### src/rtl/i281_run_seq_pkg.sv
// Shared definitions for the i281 run/reset sequencer: FSM state type and
// stop-reason codes reported on stop_code.
package i281_run_seq_pkg;

  typedef enum logic [2:0] {
    ST_IDLE,
    ST_HOLD,
    ST_GAP,
    ST_RUN,
    ST_DONE
  } seq_state_t;

  localparam logic [1:0] STOP_ABORT   = 2'b00;
  localparam logic [1:0] STOP_HALT    = 2'b01;
  localparam logic [1:0] STOP_WATCH   = 2'b10;
  localparam logic [1:0] STOP_TIMEOUT = 2'b11;

endpackage

### src/rtl/i281_mem_watch.sv
// Data-memory watch: selects one byte from the flattened datamem bus and
// compares it against the watch value. Indices beyond NUM_WORDS never match.
module i281_mem_watch #(
  parameter int unsigned NUM_WORDS = 16
) (
  input  logic [NUM_WORDS*8-1:0]         i_datamem_flat,
  input  logic [$clog2(NUM_WORDS)-1:0]   i_watch_idx,
  input  logic [7:0]                     i_watch_value,
  input  logic                           i_watch_en,
  output logic                           o_watch_hit
);

  // One-hot style scan keeps out-of-range indices from aliasing onto a word
  always_comb begin
    o_watch_hit = 1'b0;
    for (int unsigned k = 0; k < NUM_WORDS; k++) begin
      if (i_watch_en && (32'(i_watch_idx) == k) &&
          (i_datamem_flat[8*k +: 8] == i_watch_value)) begin
        o_watch_hit = 1'b1;
      end
    end
  end

endmodule

### src/rtl/i281_run_sequencer.sv
// Run/reset sequencer for the i281 multicycle CPU. Holds cpu_reset after
// start, inserts one gap cycle, then drives cpu_run freely or per step edge
// until abort, halt, a data-memory watch match or the cycle budget.
// Optional feature: define I281_RUN_SEQ_WATCH_EN to build the watch stop.
module i281_run_sequencer
  import i281_run_seq_pkg::*;
#(
  parameter int unsigned RESET_CYCLES = 2,
  parameter int unsigned MAX_CYCLES   = 500,
  parameter int unsigned CNT_W        = 16,
  parameter int unsigned NUM_WORDS    = 16
) (
  input  logic                         clock,
  input  logic                         reset,
  input  logic                         start,
  input  logic                         abort,
  input  logic                         step_mode,
  input  logic                         step,
  input  logic                         halt,
  input  logic [NUM_WORDS*8-1:0]       datamem_flat,
  input  logic [$clog2(NUM_WORDS)-1:0] watch_idx,
  input  logic [7:0]                   watch_value,
  input  logic                         watch_en,
  output logic                         cpu_reset,
  output logic                         cpu_run,
  output logic                         busy,
  output logic                         done,
  output logic [1:0]                   stop_code,
  output logic [CNT_W-1:0]             cycle_count
);

  localparam int unsigned HOLD_W = (RESET_CYCLES > 1) ? $clog2(RESET_CYCLES) : 1;

  seq_state_t         r_state, w_state_nxt;
  logic [HOLD_W-1:0]  r_hold_cnt, w_hold_nxt;
  logic               r_step_mode, w_step_mode_nxt;
  logic               r_step_q;
  logic               r_cpu_reset, w_cpu_reset_nxt;
  logic               r_cpu_run, w_cpu_run_nxt;
  logic               r_busy, w_busy_nxt;
  logic               r_done, w_done_nxt;
  logic [1:0]         r_stop_code, w_stop_nxt;
  logic [CNT_W-1:0]   r_cycle_count, w_cnt_nxt, w_cnt_run;
  logic               w_step_rise;
  logic               w_watch_hit;

`ifdef I281_RUN_SEQ_WATCH_EN
  i281_mem_watch #(
    .NUM_WORDS(NUM_WORDS)
  ) u_mem_watch (
    .i_datamem_flat (datamem_flat),
    .i_watch_idx    (watch_idx),
    .i_watch_value  (watch_value),
    .i_watch_en     (watch_en),
    .o_watch_hit    (w_watch_hit)
  );
`else
  logic w_unused_watch;
  assign w_unused_watch = ^{datamem_flat, watch_idx, watch_value, watch_en};
  assign w_watch_hit    = 1'b0;
`endif

  assign w_step_rise = step & ~r_step_q;

  // Count including the current cycle, so a timeout stops at exactly MAX_CYCLES
  assign w_cnt_run = r_cycle_count + CNT_W'(r_cpu_run);

  // State, counters and all outputs are registered from their next values
  always_ff @(posedge clock or posedge reset) begin
    if (reset) begin
      r_state       <= ST_IDLE;
      r_hold_cnt    <= '0;
      r_step_mode   <= 1'b0;
      r_step_q      <= 1'b0;
      r_cpu_reset   <= 1'b1;
      r_cpu_run     <= 1'b0;
      r_busy        <= 1'b0;
      r_done        <= 1'b0;
      r_stop_code   <= STOP_ABORT;
      r_cycle_count <= '0;
    end else begin
      r_state       <= w_state_nxt;
      r_hold_cnt    <= w_hold_nxt;
      r_step_mode   <= w_step_mode_nxt;
      r_step_q      <= step;
      r_cpu_reset   <= w_cpu_reset_nxt;
      r_cpu_run     <= w_cpu_run_nxt;
      r_busy        <= w_busy_nxt;
      r_done        <= w_done_nxt;
      r_stop_code   <= w_stop_nxt;
      r_cycle_count <= w_cnt_nxt;
    end
  end

  // Next-state logic; outputs are decoded from the next state so they are
  // registered yet aligned with the state they describe
  always_comb begin
    w_state_nxt     = r_state;
    w_hold_nxt      = r_hold_cnt;
    w_step_mode_nxt = r_step_mode;
    w_stop_nxt      = r_stop_code;
    w_cnt_nxt       = r_cycle_count;

    unique case (r_state)
      ST_IDLE, ST_DONE: begin
        if (start) begin
          w_state_nxt = ST_HOLD;
          w_hold_nxt  = HOLD_W'(RESET_CYCLES - 1);
          w_cnt_nxt   = '0;
        end
      end
      ST_HOLD: begin
        if (r_hold_cnt == '0) w_state_nxt = ST_GAP;
        else                  w_hold_nxt  = r_hold_cnt - 1'b1;
      end
      ST_GAP: begin
        w_step_mode_nxt = step_mode;
        w_state_nxt     = ST_RUN;
      end
      ST_RUN: begin
        w_cnt_nxt = w_cnt_run;
        if (abort) begin
          w_state_nxt = ST_DONE;
          w_stop_nxt  = STOP_ABORT;
        end else if (halt) begin
          w_state_nxt = ST_DONE;
          w_stop_nxt  = STOP_HALT;
        end else if (w_watch_hit) begin
          w_state_nxt = ST_DONE;
          w_stop_nxt  = STOP_WATCH;
        end else if (w_cnt_run == CNT_W'(MAX_CYCLES)) begin
          w_state_nxt = ST_DONE;
          w_stop_nxt  = STOP_TIMEOUT;
        end
      end
      default: w_state_nxt = ST_IDLE;
    endcase

    w_cpu_reset_nxt = (w_state_nxt == ST_IDLE) || (w_state_nxt == ST_HOLD);
    w_busy_nxt      = (w_state_nxt == ST_HOLD) || (w_state_nxt == ST_GAP) ||
                      (w_state_nxt == ST_RUN);
    w_done_nxt      = (w_state_nxt == ST_DONE);
    w_cpu_run_nxt   = (w_state_nxt == ST_RUN) && (!w_step_mode_nxt || w_step_rise);
  end

  assign cpu_reset   = r_cpu_reset;
  assign cpu_run     = r_cpu_run;
  assign busy        = r_busy;
  assign done        = r_done;
  assign stop_code   = r_stop_code;
  assign cycle_count = r_cycle_count;

endmodule
### config.mk
export PLATFORM = sky130hd
export DESIGN_NAME = i281_run_sequencer
export DESIGN_NICKNAME = d
export VERILOG_FILES = /design/src/rtl/i281_run_seq_pkg.sv /design/src/rtl/i281_mem_watch.sv /design/src/rtl/i281_run_sequencer.sv
export SDC_FILE = /design/constraint.sdc
export NUM_CORES = 1
export LEC_CHECK = 0
export BUFFER_PORTS_ARGS = -buffer_cell sky130_fd_sc_hd__buf_4
export CAP_MARGIN = 20
export CELL_PAD_IN_SITES_DETAIL_PLACEMENT = 0
export CELL_PAD_IN_SITES_GLOBAL_PLACEMENT = 1
export CORE_MARGIN = 5
export CORE_UTILIZATION = 23
export DETAILED_ROUTE_END_ITERATION = 10
export GPL_ROUTABILITY_DRIVEN = 0
export PLACE_DENSITY = 0.77
export REMOVE_ABC_BUFFERS = 1
export SLEW_MARGIN = 20
export SYNTH_ARGS = -nofsm -noshare
export SYNTH_HDL_FRONTEND = slang
export SYNTH_SLANG_ARGS = --single-unit
### constraint.sdc
create_clock -name clock -period 3.2 [get_ports clock]
set_input_delay 0.64 -clock clock [delete_from_list [all_inputs] [get_ports clock]]
set_output_delay 0.64 -clock clock [all_outputs]
set_load 0.02 [all_outputs]
---- Word-level counts from Yosys, hierarchy flattened ----
Index checks and enable logic that the tools add are counted.
Widths: inputs -> output; s select.
word-level totals
  register bits ........................... 28
  bits in latches ......................... 0
  RAM bits ................................ 0
  bits in read-only memories .............. 0
  bits of input ports ..................... 148
  logic and storage cells ................. 54
  memories ................................ 0
operators by class
  add/subtract/negate cells ............... 2
  $mul .................................... 0
  divide/modulo/power cells ............... 0
  order comparisons ....................... 0
  equality and inequality tests ........... 10
  shifts and indexed selects .............. 0
  muxes and demuxes ....................... 15
  bitwise gates (word level) .............. 2
  reduce and logical (&&, ||, !) cells .... 15
operators with widths
  operator             count
  $pmux 16 s2          1
  $add 16x1->16        1
  $eq 16x9->1 const B  1
  $mux 16              1
  $mux 3               5
  $eq 3x2->1 const B   4
  $pmux 3 s4           1
  $eq 3x1->1 const B   2
  $eq 3x3->1 const B   2
  $logic_not 3->1      2
  $mux 2               3
  $reduce_and 2->1     3
  $logic_or 1x1->1     4
  $reduce_bool 2->1    2
  $mux 1               3
  $reduce_bool 3->1    1
  $ne 2x2->1 const B   1
  $pmux 1 s2           1
  $reduce_or 2->1      1
  $and 1x1->1          1
  $logic_and 1x1->1    1
  $logic_not 1->1      1
  $not 1->1            1
  $sub 1x1->1 const B  1

---- Longest topological paths before layout ----
  depth after elaboration ................. 9
  depth in mapped cells ................... 9

---- Worst setup path before layout ----
OpenSTA, ideal clock, no wires.
  kind .................................... register to register
  start ................................... register r_cycle_count[0] (netlist: cycle_count[0])
  end ..................................... register r_busy (netlist: busy)
  arrival time ............................ 2.602 ns
  required time ........................... 3.076 ns
  slack ................................... 0.474 ns
  stages on the path, launching flop included .. 10
  path buffers ............................ 0
  path through ............................ dfrtp_1 -> ha_1 -> ha_1 -> nand4_2 -> nor4_4 -> nand4_1 -> a211oi_2 -> a31oi_2 -> a211o_1 -> or2_1
between the ends
  cells in the longest elaborated chain, start to end .. 9
  elaborated cells on any way between the ends .. 11
  those cells by class .................... 1 x add/sub; 4 x eq/ne; 4 x mux; 2 x reduce/logical
ends and longest elaborated chain
  what                                             line                       source
  start, declared                                  i281_run_sequencer.sv:43   logic [CNT_W-1:0] r_cycle_count, w_cnt_nxt, w_cnt_run;
  start signal, assigned                           i281_run_sequencer.sv:91   r_cycle_count <= w_cnt_nxt;
  $add 16x1->16 (*)                                i281_run_sequencer.sv:66   assign w_cnt_run = r_cycle_count + CNT_W'(r_cpu_run);
  $eq 16x9->1 (*)                                  i281_run_sequencer.sv:131  end else if (w_cnt_run == CNT_W'(MAX_CYCLES)) begin
  $mux 3 (*)                                       i281_run_sequencer.sv:131
  $mux 3 (*)                                       i281_run_sequencer.sv:125  end else if (halt) begin
  $mux 3 (*)                                       i281_run_sequencer.sv:122  if (abort) begin
  $pmux 3 s4 (*)                                   i281_run_sequencer.sv:104  unique case (r_state)
  named net w_state_nxt[1]                         i281_run_sequencer.sv:34   seq_state_t r_state, w_state_nxt;
  $eq 3x1->1 / $eq 3x2->1 (equally long branches)  i281_run_sequencer.sv:140  w_busy_nxt = (w_state_nxt == ST_HOLD) || (w_state_nxt == ST_GAP) ||
  $logic_or 1x1->1                                 i281_run_sequencer.sv:140
  $logic_or 1x1->1 (*)                             i281_run_sequencer.sv:140
  named net w_busy_nxt                             i281_run_sequencer.sv:40   logic r_busy, w_busy_nxt;
  end signal, assigned                             i281_run_sequencer.sv:88   r_busy <= w_busy_nxt;
  end, declared                                    i281_run_sequencer.sv:40
Mark *: on every way through the listed nets, which the timed path passes. The rest lies on a longest branch.
A chain may end at the register's enable or synchronous reset.

---- Worst setup path in the final report ----
Ends and elaborated chain as after synthesis.

==> run summary <==
• 28 — Sinks on Clock Net
• 28 — count of state elements after synthesis
• 0.00180 ns — final setup skew
• 357 — Final Net Count
• 0 — hold violation count in the final report
• 3 — number of buffers inserted during clock tree synthesis
• 0.262 — ratio of cells with drive above 1 in the final layout
• cycle_count[0]$_DFFE_PP0P_ — FF-to-FF Start
• 13.8 µm — average wire per cell in the routed design
• 183 — Syn Inst Count
• 21.5% — Area growth, synth to finish
• 0 — max-slew violation count
• complete, no violations — status
• 9110 µm² — overall die area
• register — CP Capture Type
• 0.754 ns — transition time at the pin with the least slew margin
• 9 — number of stages on the worst setup path
• 55 — count of cell types in the netlist
• 31 — count of standard-cell rows
• 9.18 µm² — Post-Syn Area per Cell
• 28 — # port buffers
• 3.14 ns — crit path DAT
• register to register — startpoint-to-endpoint class of the critical path
• 77 — detailed router's first-iteration violation count
• o21ai_0 (30), buf_4 (30), dfrtp_1 (27) — highest-count cells in the layout ignoring fill and taps
• 95.4 µm — die boundary width
• 2 — buffer depth of the longest clock path
• 1469 — via count of the routed design
• a211o_1 — Crit-path slowest cell
• 4.22 mm — total length of routed wires
• 170 — number of primary I/O pins
• 757 — Filler Cell Count
• 0.28 ns — clock network latency to the later pin of the worst-skew pair
• 0 — Post-synth EDFFs
• 0.418 — register area share after synthesis
• 0.239 ns — smallest setup slack after layout
• clkbuf_8 — Root Buffer Master
• false — setup repair after global routing missed its margin
• 0.0953 — Total Routing Usage GR
• 0.000205 V — Max VDD drop
• 2040 µm² — Non-Filler Cell Area, Final
• 0 — count of unresolved DRC violations after routing
• 95.4 µm — Die Height
• 1.19 mW — Pwr Total
• 0 — number of setup violations in the final report
• 1369 — via count of the first global-routing pass
• 2.96 mm — HPWL after DPL
• yes — clock tree from TritonCTS
• 0.234 — starting density of the core
• 0 ns — setup total negative slack
• 2.96 ns — post-route minimum period
• primary input to asynchronous set/reset pin — path class of the lowest-slack min-delay path
• 0 — number of antenna violations at the first check in global routing
• 3.38 ns — required time worst endpoint
• 0.39 ns — Worst path max stage delay
• 0 — diode count
• 1 — deepest level of the CTS H-tree
• busy$_DFF_PP0_ — reg2reg end
• 5 — First-pass DRT Iterations
• 0 — buffers plus inverters on the worst setup path
• register — kind of launch point of the worst setup path
• 0 — GRT Residual Overflow
• 0.496 — headroom to the max-slew limit
• simple AND/OR/NAND/NOR gates — family of cells with the greatest summed delay on the critical path
• 0 — count of synthesis-stage warnings from yosys
• 0.200 ns — worst slack at placement
• 0 — Max-Cap Viols
• 0.925 — Final period util
• 6.89 mm — wire length of the first global-routing pass
• 1970 µm² — cell area reported after detailed placement
• 0.24 ns — register-to-register setup slack
• ha_1 > ha_2 > nand4_2 > nor4_4 > nand4_1 > a211oi_2 > a31oi_2 > a211o_1 > or2_1 — crit path cell chain
• dfrtp_1 — top_reg_cell synth
• 9 — R2R cell count
• 1.00 — fraction of registers with async set/reset
• 7 — Max FO, Critical Path
• 0 — count of nets left with antenna violations after detail routing
• 586 nW/µm² — total power per unit cell area
• 4.82 — via/cell ratio
• 338 MHz — max frequency
• 1680 µm² — cell area after synthesis
• 29 — pin count of the biggest net entering global routing
• 7180 µm² — core outline area
• 0.867 nW — P_leak
• 0.10 ns — clock transition at the register clock pins on the worst setup and hold paths after CTS
-- logic make-up (layout without fill, tap and decap cells) --
family          Yosys count  count (layout)  share of synthesized area
xor+xnor                  3               3                     0.0157
simple gates             77              77                      0.279
flops                    28              28                      0.418
buf+inv                  15              38                     0.0462
mux                       3               3                     0.0186
compound gates           55              55                      0.208
fa+ha+maj                 2               2                     0.0149
-- worst reg2reg max path: stages, from the launching register on --
cell	delay, ns
dfrtp_1	0.38
ha_1	0.27
ha_2	0.30
nand4_2	0.22
nor4_4	0.36
nand4_1	0.15
a211oi_2	0.33
a31oi_2	0.21
a211o_1	0.39
or2_1	0.24
-- worst max path at each step --
stage / start / end / slack (ns)
2_1_floorplan: cycle_count[0]$_DFFE_PP0P_ / busy$_DFF_PP0_ / 0.47
3_3_place_gp: cycle_count[0]$_DFFE_PP0P_ / busy$_DFF_PP0_ / 0.21
3_5_place_dp: cycle_count[0]$_DFFE_PP0P_ / busy$_DFF_PP0_ / 0.20
4_1_cts: cycle_count[0]$_DFFE_PP0P_ / busy$_DFF_PP0_ / 0.15
5_1_grt: cycle_count[0]$_DFFE_PP0P_ / busy$_DFF_PP0_ / 0.02
6_report: cycle_count[0]$_DFFE_PP0P_ / busy$_DFF_PP0_ / 0.24
-- metrics by stage --
stage | util | hold slack [ns] | cells
3_3_place_gp | 0.274 | 0.492 | 301
5_1_grt | 0.284 | 0.463 | 305
3_5_place_dp | 0.274 | 0.497 | 301
4_1_cts | 0.284 | 0.434 | 305
6_report | 0.284 | 0.419 | 305
2_1_floorplan | - | 0.472 | 172
-- metal layers --
metal	track usage	routed length, µm	up-vias
li1	-	-	724
met1	0.137	2040	707
met2	0.146	1900	34
met3	0.0150	221	4
met4	0.0284	49	0
met5	0	0	-
-- synthesized netlist by cell type, types with 2 or more instances --
| master | number | area share |
|---|---|---|
| o21ai_0 | 30 | 0.089 |
| dfrtp_1 | 27 | 0.40 |
| nor2_1 | 17 | 0.038 |
| nand2_1 | 10 | 0.022 |
| nand3_1 | 10 | 0.030 |
| nand4_1 | 6 | 0.022 |
| a21oi_1 | 5 | 0.015 |
| a31oi_1 | 5 | 0.019 |
| clkbuf_1 | 5 | 0.011 |
| nand2b_1 | 5 | 0.019 |
| inv_1 | 4 | 0.0089 |
| nor3_1 | 4 | 0.012 |
| buf_4 | 3 | 0.013 |
| nand3b_1 | 3 | 0.013 |
| a22o_1 | 2 | 0.010 |
| buf_2 | 2 | 0.0060 |
| ha_1 | 2 | 0.015 |
| mux2i_1 | 2 | 0.012 |
| nor4_1 | 2 | 0.0075 |
| o32ai_1 | 2 | 0.010 |
| or3_1 | 2 | 0.0075 |
| xor2_1 | 2 | 0.010 |
-- flip-flops by register name, indices dropped and copies added (netlist names) --
name,cells
busy,1
cpu_reset,1
cpu_run,1
cycle_count,16
done,1
r_hold_cnt,1
r_state,3
r_step_mode,1
r_step_q,1
stop_code,2
-- power by group --
group          leakage, nW  internal [mW]  total, mW  switching, mW
Clock               0.0357          0.168      0.290          0.122
Combinational        0.460          0.163      0.422          0.258
Sequential           0.371          0.427      0.483         0.0566
Total                0.867          0.757       1.19          0.437
-- repair_timing --
action,CTS,global route
endpoints found under the setup margin,0,1
resized for setup,0,1
hold buffers,0,0
setup buffers,0,0
-- cell type report --
type / count / area, µm² / area share
clock inverters: 1 / 30.0 / 0.0147
well taps: 99 / 124 / 0.0607
repair buffers: 30 / 225 / 0.110
multi-input cells: 140 / 902 / 0.442
flip-flops and latches: 28 / 702 / 0.344
inverters: 4 / 15.0 / 0.00736
clock buffers: 3 / 41.3 / 0.0202
No activity file was read; power rests on OpenSTA's default activity.
